`src/rtl/eth_csum_pkg.sv`:
```
// eth_csum_pkg: shared types and helpers for the Ethernet checksum engine
//   state_t  - frame-state FSM encoding
//   lanes_of - 16-bit lane count for a stream width (LANES = DATA_W/16)
//   cnt_w_of - byte counter width for a maximum frame size
//   fold     - 32->16 bit ones'-complement end-around-carry fold
package eth_csum_pkg;

    typedef enum logic [1:0] {IDLE, ACCUM, FOLD} state_t;

    function automatic int lanes_of(input int data_w);
        return data_w / 16;
    endfunction

    function automatic int cnt_w_of(input int max_bytes);
        return $clog2(max_bytes + 1);
    endfunction

    function automatic logic [15:0] fold(input logic [31:0] a);
        logic [16:0] s;
        s = {1'b0, a[31:16]} + {1'b0, a[15:0]};
        return s[15:0] + {15'd0, s[16]};
    endfunction

endpackage

```
`src/rtl/eth_csum_lane_adder.sv`:
```
// eth_csum_lane_adder: stage 1, masks lanes outside the summed region and sums frame-aligned words
//   i_clk, i_reset_n   clock, async active-low reset
//   i_valid            beat valid; registers update only on valid beats
//   i_data, i_keep     stream lanes, lane 0 first on the wire
//   i_offset           frame byte index of lane 0
//   o_sum              registered sum of DATA_W/16 words
//   o_nbytes           registered count of bytes that contributed
module eth_csum_lane_adder
    import eth_csum_pkg::*;
#(
    parameter int DATA_W = 64,
    parameter int START_BYTE = 34,
    parameter int CNT_W = 14,
    localparam int LANES = lanes_of(DATA_W),
    localparam int BYTES = DATA_W / 8,
    localparam int SUM_W = 16 + $clog2(LANES),
    localparam int NB_W = $clog2(BYTES + 1)
) (
    input  logic              i_clk,
    input  logic              i_reset_n,
    input  logic              i_valid,
    input  logic [DATA_W-1:0] i_data,
    input  logic [BYTES-1:0]  i_keep,
    input  logic [CNT_W-1:0]  i_offset,
    output logic [SUM_W-1:0]  o_sum,
    output logic [NB_W-1:0]   o_nbytes
);

    logic [BYTES-1:0] en;
    logic [7:0]       b [BYTES];
    logic [SUM_W-1:0] sum_c;
    logic [NB_W-1:0]  nb_c;

    // Beats before the last are always full, so i_offset is even and lane 2j
    // is always the MSB of a frame-aligned word.
    always_comb begin
        sum_c = '0;
        nb_c = '0;
        for (int k = 0; k < BYTES; k++) begin
            en[k] = i_keep[k] && (int'(i_offset) + k >= START_BYTE);
            b[k] = en[k] ? i_data[8*k +: 8] : 8'h00;
            nb_c = nb_c + NB_W'(en[k]);
        end
        for (int j = 0; j < LANES; j++)
            sum_c = sum_c + SUM_W'({b[2*j], b[2*j+1]});
    end

    always_ff @(posedge i_clk or negedge i_reset_n) begin
        if (!i_reset_n) begin
            o_sum <= '0;
            o_nbytes <= '0;
        end else if (i_valid) begin
            o_sum <= sum_c;
            o_nbytes <= nb_c;
        end
    end

endmodule

```
`src/rtl/eth_csum_stream_engine.sv`:
```
// eth_csum_stream_engine: ones'-complement checksum of a frame region (START_BYTE..tlast) plus a seed
//   i_clk, i_reset_n     clock, async active-low reset
//   i_rx_axis_*          RX stream tap (tvalid, tdata, tkeep, tlast); no backpressure
//   i_seed               initial sum, sampled on each frame's first beat
//   o_csum, o_byte_count result and summed byte count, valid with o_csum_valid
//   i_csum_ready         result consumer handshake
//   o_overrun            one-cycle pulse when an unconsumed result is overwritten
//   o_csum_ok            only with ETH_CSUM_VERIFY_EN: registered (o_csum == 0)
// Latency: tlast sampled at edge T, result loads at edge T+3.
module eth_csum_stream_engine
    import eth_csum_pkg::*;
#(
    parameter int DATA_W = 64,
    parameter int START_BYTE = 34,
    parameter int MAX_FRAME_BYTES = 9018,
    localparam int CNT_W = cnt_w_of(MAX_FRAME_BYTES)
) (
    input  logic                i_clk,
    input  logic                i_reset_n,
    input  logic                i_rx_axis_tvalid,
    input  logic [DATA_W-1:0]   i_rx_axis_tdata,
    input  logic [DATA_W/8-1:0] i_rx_axis_tkeep,
    input  logic                i_rx_axis_tlast,
    input  logic [15:0]         i_seed,
    output logic [15:0]         o_csum,
    output logic                o_csum_valid,
    input  logic                i_csum_ready,
    output logic [CNT_W-1:0]    o_byte_count,
    output logic                o_overrun
`ifdef ETH_CSUM_VERIFY_EN
    ,
    output logic                o_csum_ok
`endif
);

    localparam int LANES = lanes_of(DATA_W);
    localparam int SUM_W = 16 + $clog2(LANES);
    localparam int NB_W = $clog2(DATA_W / 8 + 1);
    localparam bit ODD = (START_BYTE % 2) == 1;

    logic [CNT_W-1:0] offset, acc_cnt, f_cnt;
    logic             s1_vld, s1_last, s1_first, acc_last, f_vld;
    logic [15:0]      s1_seed, seed_x, folded, res;
    logic [SUM_W-1:0] s1_sum;
    logic [NB_W-1:0]  s1_nb;
    logic [31:0]      acc, f_acc;
    state_t           state;

    eth_csum_lane_adder #(
        .DATA_W    (DATA_W),
        .START_BYTE(START_BYTE),
        .CNT_W     (CNT_W)
    ) u_lane_adder (
        .i_clk    (i_clk),
        .i_reset_n(i_reset_n),
        .i_valid  (i_rx_axis_tvalid),
        .i_data   (i_rx_axis_tdata),
        .i_keep   (i_rx_axis_tkeep),
        .i_offset (offset),
        .o_sum    (s1_sum),
        .o_nbytes (s1_nb)
    );

    // With an odd START_BYTE the data is summed on frame alignment and the folded
    // total is byte-swapped; pre-swapping the seed makes that final swap hand the
    // seed back unchanged, so it still adds in as a region-aligned partial sum.
    always_comb begin
        seed_x = ODD ? {s1_seed[7:0], s1_seed[15:8]} : s1_seed;
        folded = fold(f_acc);
        res = ~(ODD ? {folded[7:0], folded[15:8]} : folded);
    end

    // Frame tracking and stage-1 side-band, aligned with the lane adder registers
    always_ff @(posedge i_clk or negedge i_reset_n) begin
        if (!i_reset_n) begin
            offset <= '0;
            s1_vld <= 1'b0;
            s1_last <= 1'b0;
            s1_first <= 1'b0;
            s1_seed <= '0;
        end else begin
            s1_vld <= i_rx_axis_tvalid;
            if (i_rx_axis_tvalid) begin
                offset <= i_rx_axis_tlast ? '0 : offset + CNT_W'(DATA_W / 8);
                s1_last <= i_rx_axis_tlast;
                s1_first <= offset == '0;
                if (offset == '0)
                    s1_seed <= i_seed;
            end
        end
    end

    // Stage 2 accumulator and stage 3 fold input
    always_ff @(posedge i_clk or negedge i_reset_n) begin
        if (!i_reset_n) begin
            acc <= '0;
            acc_cnt <= '0;
            acc_last <= 1'b0;
            f_vld <= 1'b0;
            f_acc <= '0;
            f_cnt <= '0;
        end else begin
            if (s1_vld) begin
                acc <= s1_first ? 32'(seed_x) + 32'(s1_sum) : acc + 32'(s1_sum);
                acc_cnt <= (s1_first ? '0 : acc_cnt) + CNT_W'(s1_nb);
            end
            acc_last <= s1_vld && s1_last;
            f_vld <= acc_last;
            if (acc_last) begin
                f_acc <= acc;
                f_cnt <= acc_cnt;
            end
        end
    end

    // Frame-state tracking; the datapath is pipelined independently of it
    always_ff @(posedge i_clk or negedge i_reset_n) begin
        if (!i_reset_n)
            state <= IDLE;
        else
            case (state)
                IDLE:    if (i_rx_axis_tvalid) state <= ACCUM;
                ACCUM:   if (acc_last) state <= FOLD;
                FOLD:    state <= (s1_vld || i_rx_axis_tvalid) ? ACCUM : IDLE;
                default: state <= IDLE;
            endcase
    end

    // Result register with valid/ready hand-off
    always_ff @(posedge i_clk or negedge i_reset_n) begin
        if (!i_reset_n) begin
            o_csum <= '0;
            o_byte_count <= '0;
            o_csum_valid <= 1'b0;
            o_overrun <= 1'b0;
`ifdef ETH_CSUM_VERIFY_EN
            o_csum_ok <= 1'b0;
`endif
        end else begin
            o_overrun <= f_vld && o_csum_valid && !i_csum_ready;
            if (f_vld) begin
                o_csum <= res;
                o_byte_count <= f_cnt;
                o_csum_valid <= 1'b1;
`ifdef ETH_CSUM_VERIFY_EN
                o_csum_ok <= res == 16'h0000;
`endif
            end else if (i_csum_ready)
                o_csum_valid <= 1'b0;
        end
    end

endmodule

```
`config.mk`:
```
export PLATFORM = sky130hd
export DESIGN_NAME = eth_csum_stream_engine
export DESIGN_NICKNAME = d
export VERILOG_FILES = /design/src/rtl/eth_csum_pkg.sv /design/src/rtl/eth_csum_lane_adder.sv /design/src/rtl/eth_csum_stream_engine.sv
export SDC_FILE = /design/constraint.sdc
export NUM_CORES = 1
export LEC_CHECK = 0
export CAP_MARGIN = 30
export CORE_ASPECT_RATIO = 1.5
export CORE_UTILIZATION = 53
export DETAILED_ROUTE_END_ITERATION = 10
export PLACE_DENSITY_LB_ADDON = 0.3
export SLEW_MARGIN = 20
export SYNTH_ARGS = -nofsm -noshare
export SYNTH_HDL_FRONTEND = slang
export SYNTH_SLANG_ARGS = --single-unit
```
`constraint.sdc`:
```
create_clock -name i_clk -period 4.8 [get_ports i_clk]
set_input_delay 0.48 -clock i_clk [delete_from_list [all_inputs] [get_ports i_clk]]
set_output_delay 0.48 -clock i_clk [all_outputs]
set_load 0.1 [all_outputs]
```
==> flow_summary_export.csv <==
group,metric,value,unit
timing,drv_slew,0,
power_and_ir_drop,p_leak,7.22,nW
global_routing,antenna_found_initial,0,
yosys,ys_warn_count,0,
floorplan,fp.dieW,126,um
critical_path,crit_chain,"nor4_4, nand3_2, buf_6, and3_4, ha_4, inv_2, fa_2, nor2b_2, o31a_1, o211ai_1, buf_4, a21oi_4, o31ai_4, buf_4, xor2_2, fa_1, inv_2, ha_4, a21o_1, a21o_1, a21oi_2, o21ai_2, xor2_1, mux2_2",
worst_hold_path,hp-class,"in2async",
power_and_ir_drop,ir_worst_vdd,0.284,mV
routing,vias_per_cell,5.65,
final_layout,area_delta_synth_final,25.8,%
timing,setup_violations,1,
placement,io_buffer_count,124,
yosys,seq_area_frac_synth,36.3,%
global_routing,gr-total-overflow,0,
timing,fin_skew,0.0108,ns
floorplan,rows,67,
status,outcome,"complete, but fails checks",
power_and_ir_drop,power,0.00623,W
clock_network,clock_path_buffers,2,
timing,fmax,208,MHz
power_and_ir_drop,power_density,403,mW/mm^2
routing,vias,9838,
yosys,synth_xor_area_share,5.89,%
routing,drt_wl_total,27200,um
global_routing,grt_max_degree,93,
floorplan,start_util,54.5,%
placement,post-dp-hpwl,20200,um
yosys,synth_fa_ha_area_share,13.7,%
timing,rsz0062_at_grt,"true",
timing,finalCriticalPeriod,4.82,ns
global_routing,track_usage,23.9,%
final_layout,fillCellCount,1673,
timing,finalHoldViolCount,0,
yosys,syn_area_per_cell,9.72,um^2
critical_path,crit_required,5.12,ns
critical_path,slowest_delay,0.52,ns
yosys,netlist_area,0.0123,mm^2
routing,initialDrtViolationCount,396,
critical_path,critPathTopFamily,"compound AO/OA/AOI/OAI gates",
placement,post-place-ws,-0.559,ns
yosys,ys_ff_latch,178,
timing,final.setup.worst_slack,-0.0150,ns
final_layout,layout_common_cells,"177 x dfrtp_1, 123 x clkdlybuf4s50_1, 103 x nand2_1, 98 x mux2_2, 83 x ha_1",
clock_network,clock_sinks,178,
critical_path,endpoint_kind,"flip-flop",
critical_path,reg2reg_depth,24,
critical_path,cp.buffers_inverters,5,
critical_path,worst_path_max_delay_cell,"fa_1",
floorplan,dieArea,0.0238,mm^2
routing,drc,0,
routing,ant_nets,0,
status,failed_checks,"negative setup slack",
flow_run,cap_violations,0,
final_layout,num-nets-final,1663,
critical_path,rrSetupSlack,-0.02,ns
critical_path,rr_startpoint,"offset[10]",
clock_network,numCtsBuffers,17,
yosys,synthFlopType,"dfrtp_1",
critical_path,cp_data_arrival_time,5.13,ns
final_layout,diodes,0,
clock_network,cts.clk_slew.worst_paths,0.07,ns
critical_path,critPathLaunchType,"flip-flop",
timing,worst_pin_slew,0.981,ns
timing,finalCritPeriodShare,100,%
floorplan,die-height,188,um
routing,dr.pass1.iters,5,
clock_network,htreeDepth,4,
critical_path,cp_max_fo,5,
routing,avgRoutedWirePerCell,15.6,um
final_layout,final_common_cell,"dfrtp_1",
yosys,synth_top_family_by_area,"simple AND/OR/NAND/NOR gates",
floorplan,core,0.0226,mm^2
yosys,synth_edf_count,0,
placement,gp_congestion,0.912,
clock_network,clk_latency,0.44,ns
yosys,synth_nets,1476,
yosys,syn_inst,1264,
floorplan,ioPinCount,125,
global_routing,grt_pass1_vias,10297,
yosys,synth_compound_area_share,14.5,%
final_layout,layout-drive-gt1-share,20.6,%
yosys,synthMuxAreaShare,10.0,%
yosys,yosys.area_share.simple,15.9,%
clock_network,cts_tree,"built",
timing,maxSlewHeadroom,34.4,%
yosys,async_flop_share,100,%
critical_path,r2r-end,"u_lane_adder.o_sum[16]",
clock_network,cts-root-buf,"clkbuf_16",
critical_path,setup.worst_path.class,"reg2reg",
yosys,yosys.cell_types.count,74,
global_routing,grt_pass1_wl,46100,um
## cells by family (layout without fill, tap and decap cells)
family,Yosys count,count (layout)
AND/OR/NAND/NOR,389,389
buffers and inverters,115,315
adder cells (fa/ha/maj),119,119
flip-flops,178,178
multiplexers,110,110
XOR/XNOR,81,81
AO/OA/AOI/OAI,272,272
## sequential cells by signal, indices dropped and copies added, names as in the netlist
register and cells:
acc_last 1, f_cnt 14, o_csum 16, o_csum_valid 1
u_lane_adder.o_sum 18, s1_last 1, acc_cnt 14, s1_vld 1
s1_first 1, f_vld 1, o_overrun 1, acc 32
f_acc 32, offset 11, s1_seed 16, o_byte_count 14
u_lane_adder.o_nbytes 4
## how the worst max path moves through the flow
stage / slack (ns) / to / depth (start not counted) / startpoint
after floorplan: -0.04 / u_lane_adder.o_sum[16] / 23 / offset[6]
after global placement: -0.42 / u_lane_adder.o_sum[15] / 23 / i_rx_axis_tkeep[3]
after detailed placement: -0.56 / u_lane_adder.o_sum[17] / 23 / i_rx_axis_tkeep[3]
after CTS: -0.09 / u_lane_adder.o_sum[14] / 25 / offset[9]
after global routing: -0.23 / u_lane_adder.o_sum[16] / 25 / offset[10]
final: -0.02 / u_lane_adder.o_sum[16] / 24 / offset[10]
## synthesized netlist by cell type (3+ instances only)
cell type	n	share of area, %
fa_1	26	4.2
and2_1	36	1.8
o211ai_1	9	0.55
nor4_1	5	0.25
xnor2_1	47	3.4
o31ai_1	9	0.55
nor3_1	19	0.77
or3_1	11	0.56
o21bai_1	10	0.61
xor2_1	33	2.4
mux2i_1	8	0.65
and3_1	30	1.5
a211oi_1	11	0.67
a22oi_1	3	0.18
dfrtp_1	178	36
nand2b_1	20	1.0
o221ai_1	4	0.29
nor2b_1	25	1.3
nand2_1	105	3.2
o21a_1	9	0.55
nand3b_1	3	0.18
o22ai_1	6	0.31
o21ai_0	53	2.2
nor2_1	81	2.5
o21ai_1	3	0.12
nand4_1	9	0.46
ha_1	93	9.5
buf_1	6	0.18
or2_2	7	0.36
inv_1	78	2.4
a211o_1	4	0.29
clkbuf_1	29	0.89
mux2_2	101	9.3
a21o_1	29	1.8
a31o_2	4	0.29
nand3_1	27	1.1
a31oi_1	7	0.36
a21oi_1	81	3.3
## what timing repair did
action,CTS,global route
buffers inserted,8,6
gates resized for setup,54,38
cloned,2,0
setup endpoints to repair,7,7
pin swaps,33,34
hold buffers,0,0
## where the power goes
group / switching [W] / leakage, nW / internal [W] / total, W
logic: 0.00167 / 4.65 / 0.00111 / 0.00278
registers: 0.000251 / 2.29 / 0.00183 / 0.00208
clock network: 0.000592 / 0.270 / 0.000784 / 0.00138
total: 0.00251 / 7.22 / 0.00372 / 0.00623
## metal layers
metal,up-vias,part of all wire (%),wire length (um),track usage [%]
met4,0,4.0,1100,12.2
met5,-,0,0,0
li1,4838,-,-,-
met1,4730,40,10800,25.4
met3,59,3.6,974,4.15
met2,211,53,14300,44.7
## final cells by class
| cell class | count | area (um^2) | area share (%) |
|---|---|---|---|
| inverter | 78 | 293 | 1.90 |
| tap | 276 | 345 | 2.24 |
| multi-input combinational | 971 | 7880 | 51.0 |
| sequential | 178 | 4460 | 28.8 |
| clock inverter | 11 | 130 | 0.842 |
| timing repair buffer | 205 | 1900 | 12.3 |
| clock buffer | 21 | 450 | 2.92 |
## stage by stage
step	util (%)	TNS [ns]	area, um^2	hold WS [ns]	std cells
after floorplan	-	-0.0444	12300	0.184	1264
after global placement	63.4	-2.22	14300	0.452	1694
after detailed placement	63.4	-3.49	14300	0.462	1694
after CTS	67.3	-0.214	15200	0.149	1734
after global routing	68.5	-0.876	15400	0.191	1740
final	68.5	-0.0150	15400	0.120	1740
No activity file was read; power rests on OpenSTA's default activity.
